$ cat config.mk
export PLATFORM = sky130hd
export DESIGN_NAME = mem_io_responder_flat
export DESIGN_NICKNAME = d
export VERILOG_FILES = /design/src/rtl/mem_io_pkg.sv /design/src/rtl/mem_io_responder_if.sv /design/src/rtl/io_tx_fifo.sv /design/src/rtl/mem_io_responder.sv /design/src/flat_wrapper.sv
export SDC_FILE = /design/constraint.sdc
export NUM_CORES = 1
export LEC_CHECK = 0
export ABC_CLOCK_PERIOD_IN_PS = 8500
export BUFFER_PORTS_ARGS = -buffer_cell sky130_fd_sc_hd__buf_2
export CAP_MARGIN = 15
export CORE_MARGIN = 10
export CORE_UTILIZATION = 45
export CTS_CLUSTER_SIZE = 10
export DETAILED_ROUTE_END_ITERATION = 12
export PLACE_DENSITY = 0.66
export SLEW_MARGIN = 20
export SYNTH_ARGS = -nofsm -noshare
export SYNTH_HDL_FRONTEND = slang
export SYNTH_SLANG_ARGS = --single-unit
$ cat constraint.sdc
create_clock -name clk_in -period 8.5 [get_ports clk_in]
set_input_delay 1.7 -clock clk_in [delete_from_list [all_inputs] [get_ports clk_in]]
set_output_delay 1.7 -clock clk_in [all_outputs]
set_load 0.02 [all_outputs]
$ cat src/rtl/mem_io_pkg.sv
// Shared constants and types for the memory/I-O responder: I/O window decode,
// read-source select and TX FIFO entry layout.
package mem_io_pkg;

  localparam logic [1:0]  IO_SEL       = 2'b11;
  localparam logic [17:0] IO_UART_ADDR = 18'h30000;
  localparam logic [17:0] IO_CNT_ADDR  = 18'h30004;

  typedef enum logic {
    RSEL_RAM,
    RSEL_IO
  } rsel_e;

  typedef struct packed {
    logic       stop;
    logic [7:0] data;
  } tx_entry_t;

endpackage

$ cat src/rtl/mem_io_responder_if.sv
// CPU byte bus plus the RAM and UART sides of the responder, bundled as one interface.
// The master modport is the environment (CPU, RAM macro, UART); slave is the responder.
interface mem_io_responder_if #(
  parameter int unsigned RAM_AW = 17
);

  logic [31:0]       cpu_a;
  logic              cpu_wr;
  logic [7:0]        cpu_wdata;
  logic [7:0]        cpu_rdata;
  logic              io_buffer_full;
  logic [RAM_AW-1:0] ram_addr;
  logic              ram_we;
  logic [7:0]        ram_wdata;
  logic [7:0]        ram_rdata;
  logic [7:0]        tx_data;
  logic              tx_valid;
  logic              tx_ready;
  logic [7:0]        rx_data;
  logic              rx_valid;
  logic              rx_ready;
  logic              program_stop;
  logic              tx_overflow;

  modport master (
    output cpu_a, cpu_wr, cpu_wdata, ram_rdata, tx_ready, rx_data, rx_valid,
    input  cpu_rdata, io_buffer_full, ram_addr, ram_we, ram_wdata, tx_data, tx_valid,
           rx_ready, program_stop, tx_overflow
  );

  modport slave (
    input  cpu_a, cpu_wr, cpu_wdata, ram_rdata, tx_ready, rx_data, rx_valid,
    output cpu_rdata, io_buffer_full, ram_addr, ram_we, ram_wdata, tx_data, tx_valid,
           rx_ready, program_stop, tx_overflow
  );

endinterface

$ cat src/rtl/io_tx_fifo.sv
// Synchronous FIFO of TX entries with simultaneous push/pop and a next-state count.
// A push while full is dropped unless a pop happens on the same edge.
module io_tx_fifo
  import mem_io_pkg::*;
#(
  parameter int unsigned Depth = 8,
  localparam int unsigned PtrW = $clog2(Depth),
  localparam int unsigned CntW = PtrW + 1
) (
  input  logic            clk_in,
  input  logic            rst_in,
  input  logic            push_i,
  input  tx_entry_t       data_i,
  input  logic            pop_i,
  output tx_entry_t       data_o,
  output logic            empty_o,
  output logic            full_o,
  output logic [CntW-1:0] count_d_o
);

  tx_entry_t       mem_q [Depth];
  logic [PtrW-1:0] wr_ptr_q, rd_ptr_q;
  logic [CntW-1:0] count_q, count_d;
  logic            do_push, do_pop;

  assign empty_o = (count_q == '0);
  assign full_o  = (count_q == CntW'(Depth));
  assign do_pop  = pop_i & ~empty_o;
  assign do_push = push_i & (~full_o | do_pop);
  assign data_o  = mem_q[rd_ptr_q];

  always_comb begin
    count_d = count_q;
    case ({do_push, do_pop})
      2'b10:   count_d = count_q + CntW'(1);
      2'b01:   count_d = count_q - CntW'(1);
      default: count_d = count_q;
    endcase
  end

  assign count_d_o = count_d;

  always_ff @(posedge clk_in) begin
    if (rst_in) begin
      wr_ptr_q <= '0;
      rd_ptr_q <= '0;
      count_q  <= '0;
    end else begin
      if (do_push) wr_ptr_q <= wr_ptr_q + PtrW'(1);
      if (do_pop)  rd_ptr_q <= rd_ptr_q + PtrW'(1);
      count_q <= count_d;
    end
  end

  // Storage needs no reset; occupancy is tracked by the pointers and count.
  always_ff @(posedge clk_in) begin
    if (do_push) mem_q[wr_ptr_q] <= data_i;
  end

endmodule

$ cat src/rtl/mem_io_responder.sv
// Memory-side responder: decodes CPU byte accesses to RAM or the I/O window and owns
// the UART TX FIFO, RX pop, free-running cycle counter and program-stop logic.
module mem_io_responder
  import mem_io_pkg::*;
#(
  parameter int unsigned RAM_AW      = 17,
  parameter int unsigned TX_DEPTH    = 8,
  parameter int unsigned FULL_MARGIN = 2
) (
  input  logic               clk_in,
  input  logic               rst_in,
  input  logic               rdy_in,
  mem_io_responder_if.slave  bus
);

  localparam int unsigned CntW = $clog2(TX_DEPTH) + 1;
  localparam logic [CntW-1:0] FullThresh = CntW'(TX_DEPTH - FULL_MARGIN);

  logic [17:0] addr;
  logic        is_io, rd_acc, wr_io;
  logic        is_uart, is_cnt;

  rsel_e       rsel_q;
  logic [7:0]  io_q, io_rd;
  logic [31:0] cnt_q, snap_q;
  logic        stop_seen_q, program_stop_q, tx_overflow_q, io_buffer_full_q;

  logic        push, pop, fifo_empty, fifo_full;
  tx_entry_t   push_entry, head;
  logic [CntW-1:0] count_d;

  logic unused_bits;
  assign unused_bits = ^{bus.cpu_a[31:18], snap_q[7:0]};

  assign addr    = bus.cpu_a[17:0];
  assign is_io   = (addr[17:16] == IO_SEL);
  assign is_uart = (addr == IO_UART_ADDR);
  assign is_cnt  = (addr == IO_CNT_ADDR);
  assign rd_acc  = rdy_in & ~bus.cpu_wr & ~rst_in;
  assign wr_io   = rdy_in & bus.cpu_wr & is_io & ~stop_seen_q & ~rst_in;

  assign bus.ram_addr  = bus.cpu_a[RAM_AW-1:0];
  assign bus.ram_wdata = bus.cpu_wdata;
  assign bus.ram_we    = rdy_in & bus.cpu_wr & ~is_io & ~rst_in;

  assign bus.rx_ready  = rd_acc & is_uart & bus.rx_valid;

  // Upper counter bytes come from the snapshot so a 4-byte read stays coherent.
  always_comb begin
    io_rd = 8'h00;
    case (addr)
      IO_UART_ADDR:         io_rd = bus.rx_valid ? bus.rx_data : 8'h00;
      IO_CNT_ADDR:          io_rd = cnt_q[7:0];
      IO_CNT_ADDR + 18'd1:  io_rd = snap_q[15:8];
      IO_CNT_ADDR + 18'd2:  io_rd = snap_q[23:16];
      IO_CNT_ADDR + 18'd3:  io_rd = snap_q[31:24];
      default:              io_rd = 8'h00;
    endcase
  end

  always_comb begin
    push       = 1'b0;
    push_entry = '{stop: 1'b0, data: bus.cpu_wdata};
    if (wr_io && is_uart && (bus.cpu_wdata != 8'h00)) begin
      push = 1'b1;
    end else if (wr_io && is_cnt) begin
      push       = 1'b1;
      push_entry = '{stop: 1'b1, data: 8'h00};
    end
  end

  assign bus.tx_valid = ~fifo_empty & ~rst_in;
  assign bus.tx_data  = head.data;
  assign pop          = bus.tx_valid & bus.tx_ready;

  io_tx_fifo #(
    .Depth (TX_DEPTH)
  ) u_tx_fifo (
    .clk_in    (clk_in),
    .rst_in    (rst_in),
    .push_i    (push),
    .data_i    (push_entry),
    .pop_i     (pop),
    .data_o    (head),
    .empty_o   (fifo_empty),
    .full_o    (fifo_full),
    .count_d_o (count_d)
  );

  always_ff @(posedge clk_in) begin
    if (rst_in) begin
      cnt_q            <= '0;
      snap_q           <= '0;
      rsel_q           <= RSEL_RAM;
      io_q             <= 8'h00;
      stop_seen_q      <= 1'b0;
      program_stop_q   <= 1'b0;
      tx_overflow_q    <= 1'b0;
      io_buffer_full_q <= 1'b0;
    end else begin
      if (rdy_in) cnt_q <= cnt_q + 32'd1;
      if (rd_acc) begin
        rsel_q <= is_io ? RSEL_IO : RSEL_RAM;
        if (is_io) io_q <= io_rd;
        if (is_cnt) snap_q <= cnt_q;
      end
      if (wr_io && is_cnt) stop_seen_q <= 1'b1;
      if (push && fifo_full && !pop) tx_overflow_q <= 1'b1;
      if (pop && head.stop) program_stop_q <= 1'b1;
      io_buffer_full_q <= (count_d >= FullThresh);
    end
  end

  // Reset forces the read path to zero even though rsel resets to RAM.
  assign bus.cpu_rdata      = rst_in ? 8'h00 : ((rsel_q == RSEL_RAM) ? bus.ram_rdata : io_q);
  assign bus.io_buffer_full = io_buffer_full_q;
  assign bus.program_stop   = program_stop_q;
  assign bus.tx_overflow    = tx_overflow_q;

endmodule

$ cat src/flat_wrapper.sv
// flat-port wrapper written by rule: the top's interface ports become plain ports
module mem_io_responder_flat import mem_io_pkg::*;
#(
  parameter int unsigned RAM_AW      = 17,
  parameter int unsigned TX_DEPTH    = 8,
  parameter int unsigned FULL_MARGIN = 2
)
  (clk_in, rst_in, rdy_in, bus_cpu_a, bus_cpu_wr, bus_cpu_wdata, bus_ram_rdata, bus_tx_ready, bus_rx_data, bus_rx_valid, bus_cpu_rdata, bus_io_buffer_full, bus_ram_addr, bus_ram_we, bus_ram_wdata, bus_tx_data, bus_tx_valid, bus_rx_ready, bus_program_stop, bus_tx_overflow);
  mem_io_responder_if #(.RAM_AW(RAM_AW)) bus_i ();
  input  logic clk_in;
  input  logic rst_in;
  input  logic rdy_in;
  input wire logic [$bits(bus_i.cpu_a)-1:0] bus_cpu_a;
  input wire logic [$bits(bus_i.cpu_wr)-1:0] bus_cpu_wr;
  input wire logic [$bits(bus_i.cpu_wdata)-1:0] bus_cpu_wdata;
  input wire logic [$bits(bus_i.ram_rdata)-1:0] bus_ram_rdata;
  input wire logic [$bits(bus_i.tx_ready)-1:0] bus_tx_ready;
  input wire logic [$bits(bus_i.rx_data)-1:0] bus_rx_data;
  input wire logic [$bits(bus_i.rx_valid)-1:0] bus_rx_valid;
  output wire logic [$bits(bus_i.cpu_rdata)-1:0] bus_cpu_rdata;
  output wire logic [$bits(bus_i.io_buffer_full)-1:0] bus_io_buffer_full;
  output wire logic [$bits(bus_i.ram_addr)-1:0] bus_ram_addr;
  output wire logic [$bits(bus_i.ram_we)-1:0] bus_ram_we;
  output wire logic [$bits(bus_i.ram_wdata)-1:0] bus_ram_wdata;
  output wire logic [$bits(bus_i.tx_data)-1:0] bus_tx_data;
  output wire logic [$bits(bus_i.tx_valid)-1:0] bus_tx_valid;
  output wire logic [$bits(bus_i.rx_ready)-1:0] bus_rx_ready;
  output wire logic [$bits(bus_i.program_stop)-1:0] bus_program_stop;
  output wire logic [$bits(bus_i.tx_overflow)-1:0] bus_tx_overflow;
  assign bus_i.cpu_a = bus_cpu_a;
  assign bus_i.cpu_wr = bus_cpu_wr;
  assign bus_i.cpu_wdata = bus_cpu_wdata;
  assign bus_i.ram_rdata = bus_ram_rdata;
  assign bus_i.tx_ready = bus_tx_ready;
  assign bus_i.rx_data = bus_rx_data;
  assign bus_i.rx_valid = bus_rx_valid;
  assign bus_cpu_rdata = bus_i.cpu_rdata;
  assign bus_io_buffer_full = bus_i.io_buffer_full;
  assign bus_ram_addr = bus_i.ram_addr;
  assign bus_ram_we = bus_i.ram_we;
  assign bus_ram_wdata = bus_i.ram_wdata;
  assign bus_tx_data = bus_i.tx_data;
  assign bus_tx_valid = bus_i.tx_valid;
  assign bus_rx_ready = bus_i.rx_ready;
  assign bus_program_stop = bus_i.program_stop;
  assign bus_tx_overflow = bus_i.tx_overflow;
  mem_io_responder #(.RAM_AW(RAM_AW), .TX_DEPTH(TX_DEPTH), .FULL_MARGIN(FULL_MARGIN)) u_core (.clk_in(clk_in), .rst_in(rst_in), .rdy_in(rdy_in), .bus(bus_i));
endmodule
# After elaboration in Yosys (flattened, before gate mapping)
# Memories as Yosys holds them, arrays and structs flattened. A register that Yosys moved wholly into a read port is not among the register bits.
# Index checks and enable logic that the tools add are counted.
# W data, S select, Z words.
[op_classes]
eq_ne = 9
div_mod_pow = 0
n_mul = 0
mux = 14
shifts = 0
addsub = 5
bitwise = 21
reduce_logical = 11
magnitude_cmp = 1
[ops]
columns = ["cell", "count"]
rows = [
  ["$eq A18 B18 Y1 const B", 5],
  ["$pmux W8 S5", 1],
  ["$add A32 B1 Y32 const B", 1],
  ["$mux W8", 3],
  ["$mux W9", 2],
  ["$and A1 B1 Y1", 14],
  ["$pmux W4 S2", 1],
  ["$reduce_bool A8 Y1", 1],
  ["$add A3 B1 Y3 const B", 2],
  ["$logic_and A1 B1 Y1", 6],
  ["$mux W3", 2],
  ["$not A1 Y1", 6],
  ["$mux W1", 5],
  ["$add A4 B1 Y4 const B", 1],
  ["$eq A2 B2 Y1 const B", 2],
  ["$eq A4 B4 Y1 const B", 1],
  ["$ge A4 B3 Y1 const B", 1],
  ["$logic_not A4 Y1", 1],
  ["$reduce_and A2 Y1", 2],
  ["$sub A4 B1 Y4 const B", 1],
  ["$eq A2 B1 Y1 const B", 1],
  ["$logic_not A1 Y1", 1],
  ["$or A1 B1 Y1", 1],
]
[totals]
in_bits = 62
word_cells = 73
latch_bits = 0
mem_count = 1
out_inout_bits = 47
mem_bits_rw = 72
reg_bits = 87
mem_bits_ro = 0
[mem_list]
columns = ["memory", "words", "width", "rd", "rd_ports_with_merged_regs", "write_ports", "line_no", "text"]
rows = [
  ["u_core.u_tx_fifo.mem_q", 8, 9, 1, 1, 1, "io_tx_fifo.sv:21", "tx_entry_t mem_q [Depth];"],
]

# Logic depth before layout (Yosys ltp)
[depth]
depth_word = 11
ltp_mapped = 12
mapped_depth_nobuf = 11

# Cells and area by module
# From an unflattened synthesis, not the netlist that was laid out.
[hier_totals]
hier_cells = 655
hier_area_um2 = 7278.2
[by_module_without_submodules]
columns = ["module", "cells_per_inst", "instances", "area_each_um2"]
rows = [
  ["mem_io_responder", 461, 1, 3794.9],
  ["io_tx_fifo", 194, 1, 3483.3],
]

# Worst setup path after synthesis
# OpenSTA, ideal clock, no wires.
[synth_timing]
path_kind = "input port to output port"
startpoint = "in bus_cpu_a[3]"
endpoint = "out bus_rx_ready"
stages = 6
arrival_ns = 3.091
slack_ns = 3.709
path_cell_list = "nor4_1 and4_2 clkbuf_4 and4b_1 clkbuf_1 and2_1"
[synth_between]
elab_chain_cells = 3
[synth_lines]
columns = ["item", "line_no", "text"]
rows = [
  ["from (decl)", "flat_wrapper.sv:13", "input wire logic [$bits(bus_i.cpu_a)-1:0] bus_cpu_a;"],
  ["$eq A18 B18 Y1", "mem_io_responder.sv:37", "assign is_uart = (addr == IO_UART_ADDR);"],
  ["$and A1 B1 Y1 (2 in series)", "mem_io_responder.sv:46", "assign bus.rx_ready = rd_acc & is_uart & bus.rx_valid;"],
  ["to (decl)", "flat_wrapper.sv:27", "output wire logic [$bits(bus_i.rx_ready)-1:0] bus_rx_ready;"],
]
# No other way between the ends.

# Worst setup path after layout
[layout_timing]
startpoint = "in bus_cpu_a[8]"
endpoint = "out bus_rx_ready"
# Same word-level chain as after synthesis.

==> reports/qor.txt <==
Synth top area share: 31.7%
Synth warn: 0
First-pass GRT wire length: 23.7 mm
Max frequency: 0.199 GHz
Worst EP arrival: 3320 ps
Post-Syn Area per Cell: 11.7 um^2
Max-slew violation count: 0
Setup TNS: 0 ps
Cell count after synthesis: 584
Via/cell ratio: 5.37
Worst R2R Setup Slack: 5650 ps
Path depth of the worst reg2reg path: 5
Status: complete, no violations
P&R area growth vs syn: 14.8%
Via count: 4,529
Initial antenna violation count: 0
Share of layout cells above drive strength 1: 27.9%
Final setup viols: 0
GPL Wtd Cong: 0.851
CTS buffer count: 17
Seq/Total Area, Yosys: 55.8%
Grt ovf: 0
CP Class: input pin to output pin
Actual slew at the worst max-slew pin: 1060 ps
GRT Total Usage: 15.0%
H-Tree Depth: 4
Die area: 20,500 um^2
Syn nets: 650
Worst setup margin: 3480 ps
Power per cell area: 203 nW/um^2
Tcrit/Tclk final: 59.0%
Clk_lat worst skew: 430 ps
Longest Clk Path Bufs: 2
Rows: 44
Final #Nets: 713
Number of buffers added on ports: 94
Vias in the first global route: 4,479
Synth Flop Type: dfxtp_1
Critical Path Sink Type: output pin
Synth cell types: 59
Diode count: 0
Crit Reg-Reg Endpoint: u_core.u_tx_fifo.mem_q[4][3]
CTS sink cnt: 154
Detailed-router iteration count before antenna repair: 6
Initial drt markers: 368
Worst hold path startpoint: u_core.snap_q[17]
Post-CTS setup buffer count: 0
Clock transition at path regs: 60 ps
Largest net degree at the start of global routing: 59
CP max FO: 9
Die height: 143 um
Initial Utilization: 46.3%
Mapped Area: 6810 um^2
Critical R2R Launch: u_core.stop_seen_q
Worst hold path type: flop to flop
Hold Fails Final Rpt: 0
Filler cells: 1,255
Remaining DRCs: 0
Core region area: 14,700 um^2
CTS Hold Bufs: 0
Slew HR: 28.8%
IO Count: 109
Max rail drop VDD: 0.000148 V
Post-synth top area cell: edfxtp_1
Wirelength, routed: 15.1 mm
Ys async rst share: 0%
Final ANT Viol Nets: 0
Pre-CTS WS: 3480 ps
Max Cap Violations: 0
Crit path time final: 5020 ps
Area of the multi-input gates: 2680 um^2
Post-DP HPWL: 10.5 mm
Unrepaired setup endpoints after global routing: no
Setup Skew: 9.31 ps
Die Span X: 143 um
Critical path required time: 6800 ps
FF+latch area: 3800 um^2
Top cells by area, synth: edfxtp_1 (32%), dfxtp_1 (24%), mux4_2 (8.6%)
Post-synth EDFFs: 72
CTS tree: built
Hold worst-path end: u_core.snap_q[17]
Leakage: 2.77 nW
Root buf cell: clkbuf_16
Yosys reg bits: 154
WHS Path Cells: 2
Cts repair resizes: 0
CP Launch Type: input pin
Drt wl/cell: 17.9 um
==> layout by cell type, fill, tap and decap left out, types with 2 or more instances in the layout <==
cell        instances
inv_6               3
or3_1               7
ha_1                4
clkinv_4            4
clkinvlp_4          4
bufinv_16           2
nand3_1            18
buf_4               3
nor4_1              4
nor2_1             63
inv_1               5
mux2_2             10
a22oi_1             4
edfxtp_1           72
dfxtp_1            82
nand4b_1            2
a21oi_1            14
and3_1              3
and4_1              5
nor3_1              4
and2_1              8
a221oi_1            4
or4_4               2
nand4_1            13
o21ai_0            36
nor3_2              2
mux2i_1            10
buf_2              94
xnor2_1            10
clkbuf_16          17
xor2_1             23
nand2_1            69
mux4_2             26
nand2b_1            5
==> area by class of cell <==
type,count,area share (%)
tap,184,2.94
inverter,6,0.288
clock buffer,18,5.49
sequential,154,48.6
clock inverter,14,2.08
timing repair buffer,97,6.31
multi-input combinational,371,34.2
==> registers in the layout, indices dropped and copies added (netlist names), named ones only <==
register,cells
u_core.stop_seen_q,1
u_core.u_tx_fifo.mem_q,72
u_core.cnt_q,32
u_core.u_tx_fifo.rd_ptr_q,3
u_core.snap_q,24
u_core.u_tx_fifo.count_q,4
u_core.bus.program_stop,1
u_core.bus.io_buffer_full,1
u_core.u_tx_fifo.wr_ptr_q,3
u_core.io_q,8
u_core.rsel_q,1
u_core.bus.tx_overflow,1
==> critical path, stage by stage <==
cell and delay, ps:
buf_2 110, nor4_1 330, and4_2 410, and4b_1 440
and2_1 180, buf_2 160
==> synth_stat cells (2+ instances only) <==
cell type   n
buf_4      26
nor4_1      4
and4_1      5
nor2_1     63
mux2i_1    10
and2_1      8
xor2_1     23
clkbuf_1   20
edfxtp_1   72
nand2b_1    5
mux4_2     26
buf_2       3
nand4_1    13
nand3_1    18
inv_1       5
xnor2_1    10
mux2_2     10
o21ai_0    36
dfxtp_1    82
nand4b_1    2
and3_1      3
a22oi_1     4
ha_1        4
nand2_1    69
nor3_1      6
or4_4       2
or3_1       7
a221oi_1    4
a21oi_1    14
==> stage by stage <==
stage | hold slack [ps] | utilization, % | total power (W) | instance area [um^2] | std cells
6_report | 458 | 53.2 | 0.00159 | 7820 | 844
2_1_floorplan | 433 | - | 0.000837 | 6810 | 584
3_3_place_gp | 445 | 49.2 | 0.000856 | 7230 | 812
3_5_place_dp | 453 | 49.2 | 0.000857 | 7230 | 812
4_1_cts | 463 | 53.2 | 0.00160 | 7820 | 844
5_1_grt | 482 | 53.2 | 0.00164 | 7820 | 844
==> worst max path at each step <==
stage / start / endpoint / slack, ps / depth (start not counted)
6_report: bus_cpu_a[8] / bus_rx_ready / 3480 / 6
5_1_grt: bus_cpu_a[3] / bus_rx_ready / 3340 / 6
4_1_cts: bus_cpu_a[3] / bus_rx_ready / 3480 / 6
3_5_place_dp: bus_cpu_a[3] / bus_rx_ready / 3480 / 6
3_3_place_gp: bus_cpu_a[3] / bus_rx_ready / 3510 / 6
2_1_floorplan: bus_cpu_a[3] / bus_rx_ready / 3710 / 6
==> metal layers <==
metal,vias up,share of wire [%],track usage (%)
met2,97,52,25.7
li1,2218,-,-
met3,16,4.5,3.98
met5,-,0,0
met4,0,1.5,4.94
met1,2198,42,17.8
==> logic make-up (layout without fill, tap and decap cells) <==
logic type,after synthesis,in the layout,synth area share (%)
simple gates,220,220,16.3
flops,154,154,55.8
compound gates,68,68,6.19
buf+inv,59,135,5.01
mux,46,46,11.7
xor+xnor,33,33,4.24
fa+ha+maj,4,4,0.735
==> report_power, final <==
group	internal [W]	switching, W
registers	0.000776	0.00000225
logic	0.0000221	0.0000405
clock network	0.000438	0.000312
(Power assumes the default switching activity.)
